--- src/rtl/quantum_pkg.sv ---
// quantum_pkg: shared state type and default widths for the quantum timer.
package quantum_pkg;

   localparam int unsigned QNT_W   = 16;
   localparam int unsigned PC_W    = 32;
   localparam int unsigned CNT_W   = 8;
   localparam int unsigned MIN_QNT = 4;

   typedef enum logic [1:0] {
      ST_IDLE    = 2'd0,
      ST_RUN     = 2'd1,
      ST_PEND    = 2'd2,
      ST_SERVICE = 2'd3
   } qnt_state_t;

endpackage

--- src/rtl/qnt_counter.sv ---
// qnt_counter: loadable down-counter; loads are clamped up to MIN_QNT.
// Priority: load, then hold, then dec. zero_next flags a 1->0 step on this edge.
module qnt_counter #(
   parameter int unsigned QNT_W   = 16,
   parameter int unsigned MIN_QNT = 4
) (
   input  logic             clk,
   input  logic             rst_n,
   input  logic             load,
   input  logic [QNT_W-1:0] value,
   input  logic             dec,
   input  logic             hold,
   output logic [QNT_W-1:0] count,
   output logic             zero_next
);

   localparam logic [QNT_W-1:0] MinVal = QNT_W'(MIN_QNT);
   localparam logic [QNT_W-1:0] One    = QNT_W'(1);

   logic [QNT_W-1:0] count_q, count_d, load_val;
   logic             do_dec;

   // Unsigned clamp of the requested quantum.
   always_comb begin
      load_val = (value < MinVal) ? MinVal : value;
   end

   // Decrement only when asked, not held, and not already at zero.
   always_comb begin
      do_dec  = dec && !hold && !load && (count_q != '0);
      count_d = count_q;
      if (load) begin
         count_d = load_val;
      end else if (do_dec) begin
         count_d = count_q - One;
      end
   end

   // Count register.
   always_ff @(posedge clk or negedge rst_n) begin
      if (!rst_n) begin
         count_q <= '0;
      end else begin
         count_q <= count_d;
      end
   end

   assign count     = count_q;
   assign zero_next = do_dec && (count_q == One);

endmodule

--- src/rtl/quantum_timer_ctrl.sv ---
// quantum_timer_ctrl: preemption scheduler. Counts down a time quantum, requests an
// interrupt on expiry, captures the return PC on acceptance and freezes while the
// handler runs. Define QNT_HALT_PAUSE_EN to freeze the quantum while the core is halted.
module quantum_timer_ctrl
   import quantum_pkg::*;
#(
   parameter int unsigned QNT_W   = quantum_pkg::QNT_W,
   parameter int unsigned PC_W    = quantum_pkg::PC_W,
   parameter int unsigned MIN_QNT = quantum_pkg::MIN_QNT,
   parameter int unsigned CNT_W   = quantum_pkg::CNT_W
) (
   input  logic             clk,
   input  logic             rst_n,
   input  logic             enable,
   input  logic             qnt_load,
   input  logic [QNT_W-1:0] qnt_value,
   input  logic             halt,
   input  logic             int_ack,
   input  logic [PC_W-1:0]  pc_in,
   output logic             int_sig,
   output logic [PC_W-1:0]  epc,
   output logic [QNT_W-1:0] qnt_count,
   output logic             in_service,
   output logic [CNT_W-1:0] preempt_cnt
);

   qnt_state_t       state_q, state_d;
   logic             enable_q;
   logic [PC_W-1:0]  epc_q;
   logic [CNT_W-1:0] pcnt_q;
   logic             run_active, cnt_load, cnt_dec, cnt_hold, zero_next, accept;
   logic [QNT_W-1:0] count;

   assign run_active = (state_q == ST_RUN) && enable;

`ifdef QNT_HALT_PAUSE_EN
   assign cnt_dec = run_active && !halt;
`else
   assign cnt_dec = run_active;
`endif
   assign cnt_hold = !cnt_dec;

   // A disable in PEND drops the request, so acceptance needs enable too.
   assign accept = (state_q == ST_PEND) && enable && int_ack;

   qnt_counter #(
      .QNT_W   (QNT_W),
      .MIN_QNT (MIN_QNT)
   ) u_counter (
      .clk       (clk),
      .rst_n     (rst_n),
      .load      (cnt_load),
      .value     (qnt_value),
      .dec       (cnt_dec),
      .hold      (cnt_hold),
      .count     (count),
      .zero_next (zero_next)
   );

   // Next-state and counter-load decode.
   always_comb begin
      state_d  = state_q;
      cnt_load = 1'b0;
      unique case (state_q)
         ST_IDLE: begin
            cnt_load = qnt_load;
            if (qnt_load && enable) begin
               state_d = ST_RUN;
            end else if (enable && !enable_q && (count != '0)) begin
               state_d = ST_RUN;
            end
         end
         ST_RUN: begin
            if (!enable) begin
               state_d = ST_IDLE;
            end else if (qnt_load) begin
               cnt_load = 1'b1;
            end else if (zero_next) begin
               state_d = ST_PEND;
            end
         end
         ST_PEND: begin
            if (!enable) begin
               state_d = ST_IDLE;
            end else if (int_ack) begin
               state_d = ST_SERVICE;
            end
         end
         ST_SERVICE: begin
            // Handler reprogramming the quantum ends service.
            if (qnt_load) begin
               cnt_load = 1'b1;
               state_d  = enable ? ST_RUN : ST_IDLE;
            end
         end
         default: state_d = ST_IDLE;
      endcase
   end

   // State, enable history, return PC and preemption count.
   always_ff @(posedge clk or negedge rst_n) begin
      if (!rst_n) begin
         state_q  <= ST_IDLE;
         enable_q <= 1'b0;
         epc_q    <= '0;
         pcnt_q   <= '0;
      end else begin
         state_q  <= state_d;
         enable_q <= enable;
         if (accept) begin
            epc_q  <= pc_in;
            pcnt_q <= pcnt_q + CNT_W'(1);
         end
      end
   end

   assign int_sig     = (state_q == ST_PEND);
   assign in_service  = (state_q == ST_SERVICE);
   assign qnt_count   = count;
   assign epc         = epc_q;
   assign preempt_cnt = pcnt_q;

endmodule

--- config.mk ---
export PLATFORM = sky130hd
export DESIGN_NAME = quantum_timer_ctrl
export DESIGN_NICKNAME = d
export VERILOG_FILES = /design/src/rtl/quantum_pkg.sv /design/src/rtl/qnt_counter.sv /design/src/rtl/quantum_timer_ctrl.sv
export SDC_FILE = /design/constraint.sdc
export NUM_CORES = 1
export LEC_CHECK = 0
export BUFFER_PORTS_ARGS = -buffer_cell sky130_fd_sc_hd__buf_4
export CAP_MARGIN = 40
export CORE_MARGIN = 4
export CORE_UTILIZATION = 45
export DETAILED_ROUTE_END_ITERATION = 7
export GPL_ROUTABILITY_DRIVEN = 0
export MAX_ROUTING_LAYER = met4
export PLACE_DENSITY_LB_ADDON = 0.25
export SKIP_CTS_REPAIR_TIMING = 1
export SYNTH_ARGS = -nofsm -noshare
export SYNTH_HDL_FRONTEND = slang
export SYNTH_SLANG_ARGS = --single-unit
--- constraint.sdc ---
create_clock -name clk -period 4.4 [get_ports clk]
set_clock_uncertainty 0.1 [all_clocks]
set_input_delay 0.88 -clock clk [delete_from_list [all_inputs] [get_ports clk]]
set_output_delay 0.88 -clock clk [all_outputs]
set_load 0.01 [all_outputs]
==> metrics.cfg <==
[detailed_routing]
drtIter0Drc=116
vias_per_cell=5.08
wl_per_cell_um=14.4
via_count=2590
route.detailed.drc=0
drt_wl_total_um=7340
first_pass_iters=4
postRouteAntennaNets=0

[cts]
cts.reportedPaths.clkPinSlew_ns=0.07
cts_buffers=9
clock_path_buffers=2
h-tree-depth=3
cts_sinks=59
root_buffer=clkbuf_8
cts_tree=built
clock_latency_ns=0.33

[finish]
drive_gt1_share_pct=31.7
diodes=0
synthToLayoutAreaGrowth_pct=38.0
utilization_pct=65.6
layout.nets=494

[critical_path]
r2r_cells=7
crit_fanout=6
crit_path_end=int_sig
path_buf_inv=2
cp_data_required_time_ns=3.42
crit_family=flip-flops
cp_slowest_stage_delay_ns=0.43
rr_endpoint=u_counter.count[6]$_DFFE_PN0P_
worst_setup_path_end_kind=output pin
r2r_start=u_counter.count[1]$_DFFE_PN0P_
startpoint_type=register
startpoint=state_q[0]$_DFFE_PN0P_
path_depth=3
crit_chain=inv_1 > ha_1 > buf_4
rrSetupSlack_ns=2.18
cp_slowest_cell=dfrtp_1
arrival_ns=1.34
path_class=register to output pin

[sta]
period_needed_ns=2.32
worst_pin_slew_ns=0.790
hold_viol=0
grt_setup_unrepaired=no
setup-violations-final=0
holdWs_ns=0.373
tns_ns=0
slew_viol_final=0
fmax_mhz=431
finalCritPeriodShare_pct=52.7
max-slew-margin-rel_pct=47.3
layout_setup_ws_ns=2.08

[logic_synthesis]
synth.avg_cell_area_um2=9.08
ys.flop_type=dfrtp_1
synthDistinctLibCells=49
async_flop_share_pct=100
synth_fp_nets=382
syn_inst=319
synth-seq-cells=59
synth_edf_count=0
syn_area_um2=2900
ys_warn_count=0
yosysSeqAreaShare_pct=51.0

[place]
io_buffers=110
hpwl_um=5550
post-place-ws_ns=2.01

[flow_run]
cap_violations=0

[global_routing]
antenna_found_initial=0
overflow=0
track_usage_pct=20.6
grt_start_max_net_pins=60
grt_pass1_vias=2632
grt_pass1_wl_um=12100

[die]
ioPinCount=112
dieWidth_um=88.2
initial_core_util_pct=47.5
die_area_um2=7780
placementRows=28
coreArea_um2=6100
die_h_um=88.2

[power_and_ir_drop]
peakVddDrop_mv=0.356
power.leakage_nw=2.03
total_power_mw=2.68
powerDensity_nw_per_um2=671

[outcome]
status=complete, no violations

[min_path]
hp-class=register to register

==> report_power, final <==
| part | internal [mW] | leakage (nW) | switching, mW |
|---|---|---|---|
| Clock | 0.347 | 0.115 | 0.213 |
| Combinational | 0.562 | 1.18 | 0.580 |
| Sequential | 0.775 | 0.734 | 0.205 |
| Total | 1.68 | 2.03 | 0.998 |
==> cells in the mapped netlist (all sizes together) (2+ instances only) <==
cell type	count	area share, %
nand2	115	15
dfrtp	59	51
nand3	15	2.8
nor2	15	2.0
xnor2	11	3.3
nor3	10	1.9
o21ai	10	1.7
ha	9	3.9
a21oi	8	1.5
clkbuf	8	1.0
xor2	7	2.1
nor4	6	1.8
and3	4	0.86
inv	4	0.52
buf	3	1.0
nand2b	3	0.65
nand4	3	0.65
o211ai	3	0.78
nor2b	2	0.52
o22ai	2	0.43
o311a	2	0.69
or3	2	0.48
or3b	2	0.60
or4	2	0.65
==> state kept, by name, summed over array words and instances (netlist names) <==
name	flops
state_q	2
u_counter.count	16
epc	32
enable_q	1
preempt_cnt	8
==> routing by layer <==
layer,routed length (µm),GRT usage (%),up-vias
met1,3120,25.8,1212
met2,3620,32.4,75
met3,521,5.40,8
met4,78,7.28,0
met5,0,-,-
li1,-,-,1295
==> how the worst min path moves through the flow <==
stage | to | depth (start not counted) | slack, ns | from
floorplan | preempt_cnt[7]$_DFFE_PN0P_ | 1 | 0.41 | preempt_cnt[7]$_DFFE_PN0P_
global placement | epc[13]$_DFFE_PN0P_ | 2 | 0.36 | epc[13]$_DFFE_PN0P_
detailed placement | epc[23]$_DFFE_PN0P_ | 2 | 0.36 | epc[23]$_DFFE_PN0P_
CTS | preempt_cnt[7]$_DFFE_PN0P_ | 1 | 0.38 | preempt_cnt[7]$_DFFE_PN0P_
global route | preempt_cnt[7]$_DFFE_PN0P_ | 1 | 0.40 | preempt_cnt[7]$_DFFE_PN0P_
finish | preempt_cnt[7]$_DFFE_PN0P_ | 1 | 0.37 | preempt_cnt[7]$_DFFE_PN0P_
==> through the flow <==
step	area, µm²	cells
2_1_floorplan	2900	319
3_3_place_gp	3770	495
3_5_place_dp	3770	495
4_1_cts	4000	510
5_1_grt	4000	510
6_report	4000	510
==> logic make-up after synthesis <==
family	count (synthesis)	share of synthesized area, %
and+or+nand+nor	184	29.4
adders and majority gates	9	3.89
buffers and inverters	15	2.59
AOI/OAI and AO/OA	32	6.95
muxes	2	0.734
DFF	59	51.0
xor gates and xnor gates	18	5.44
==> worst reg2reg max path, cell delays in order, from the launching register on <==
cell and delay [ns]:
dfrtp_1 0.42, inv_1 0.12, ha_1 0.23, or4b_1 0.54, nor4_4 0.30, nor3_1 0.11, xnor2_1 0.14, o21ai_0 0.10
==> placed cells by master, fill, tap and decap left out, drive strengths merged, types with 4 or more instances in the layout <==
cell | netlist | final
nor3 | 10 | 10
o21ai | 10 | 10
buf | 3 | 112
xnor2 | 11 | 11
nor2 | 15 | 15
nand3 | 15 | 15
nor4 | 6 | 6
and3 | 4 | 4
a21oi | 8 | 8
ha | 9 | 9
dfrtp | 59 | 59
inv | 4 | 4
nand2 | 115 | 115
xor2 | 7 | 7
clkbuf | 8 | 11
==> cell type report <==
type | count | area (µm²)
Clock buffer | 11 | 151
Clock inverter | 4 | 73.8
Fill cell | 550 | 2100
Inverter | 4 | 15.0
Multi-Input combinational cell | 245 | 1350
Sequential cell | 59 | 1480
Tap cell | 75 | 93.8
Timing Repair Buffer | 112 | 841
No activity file was read; power rests on OpenSTA's default activity.
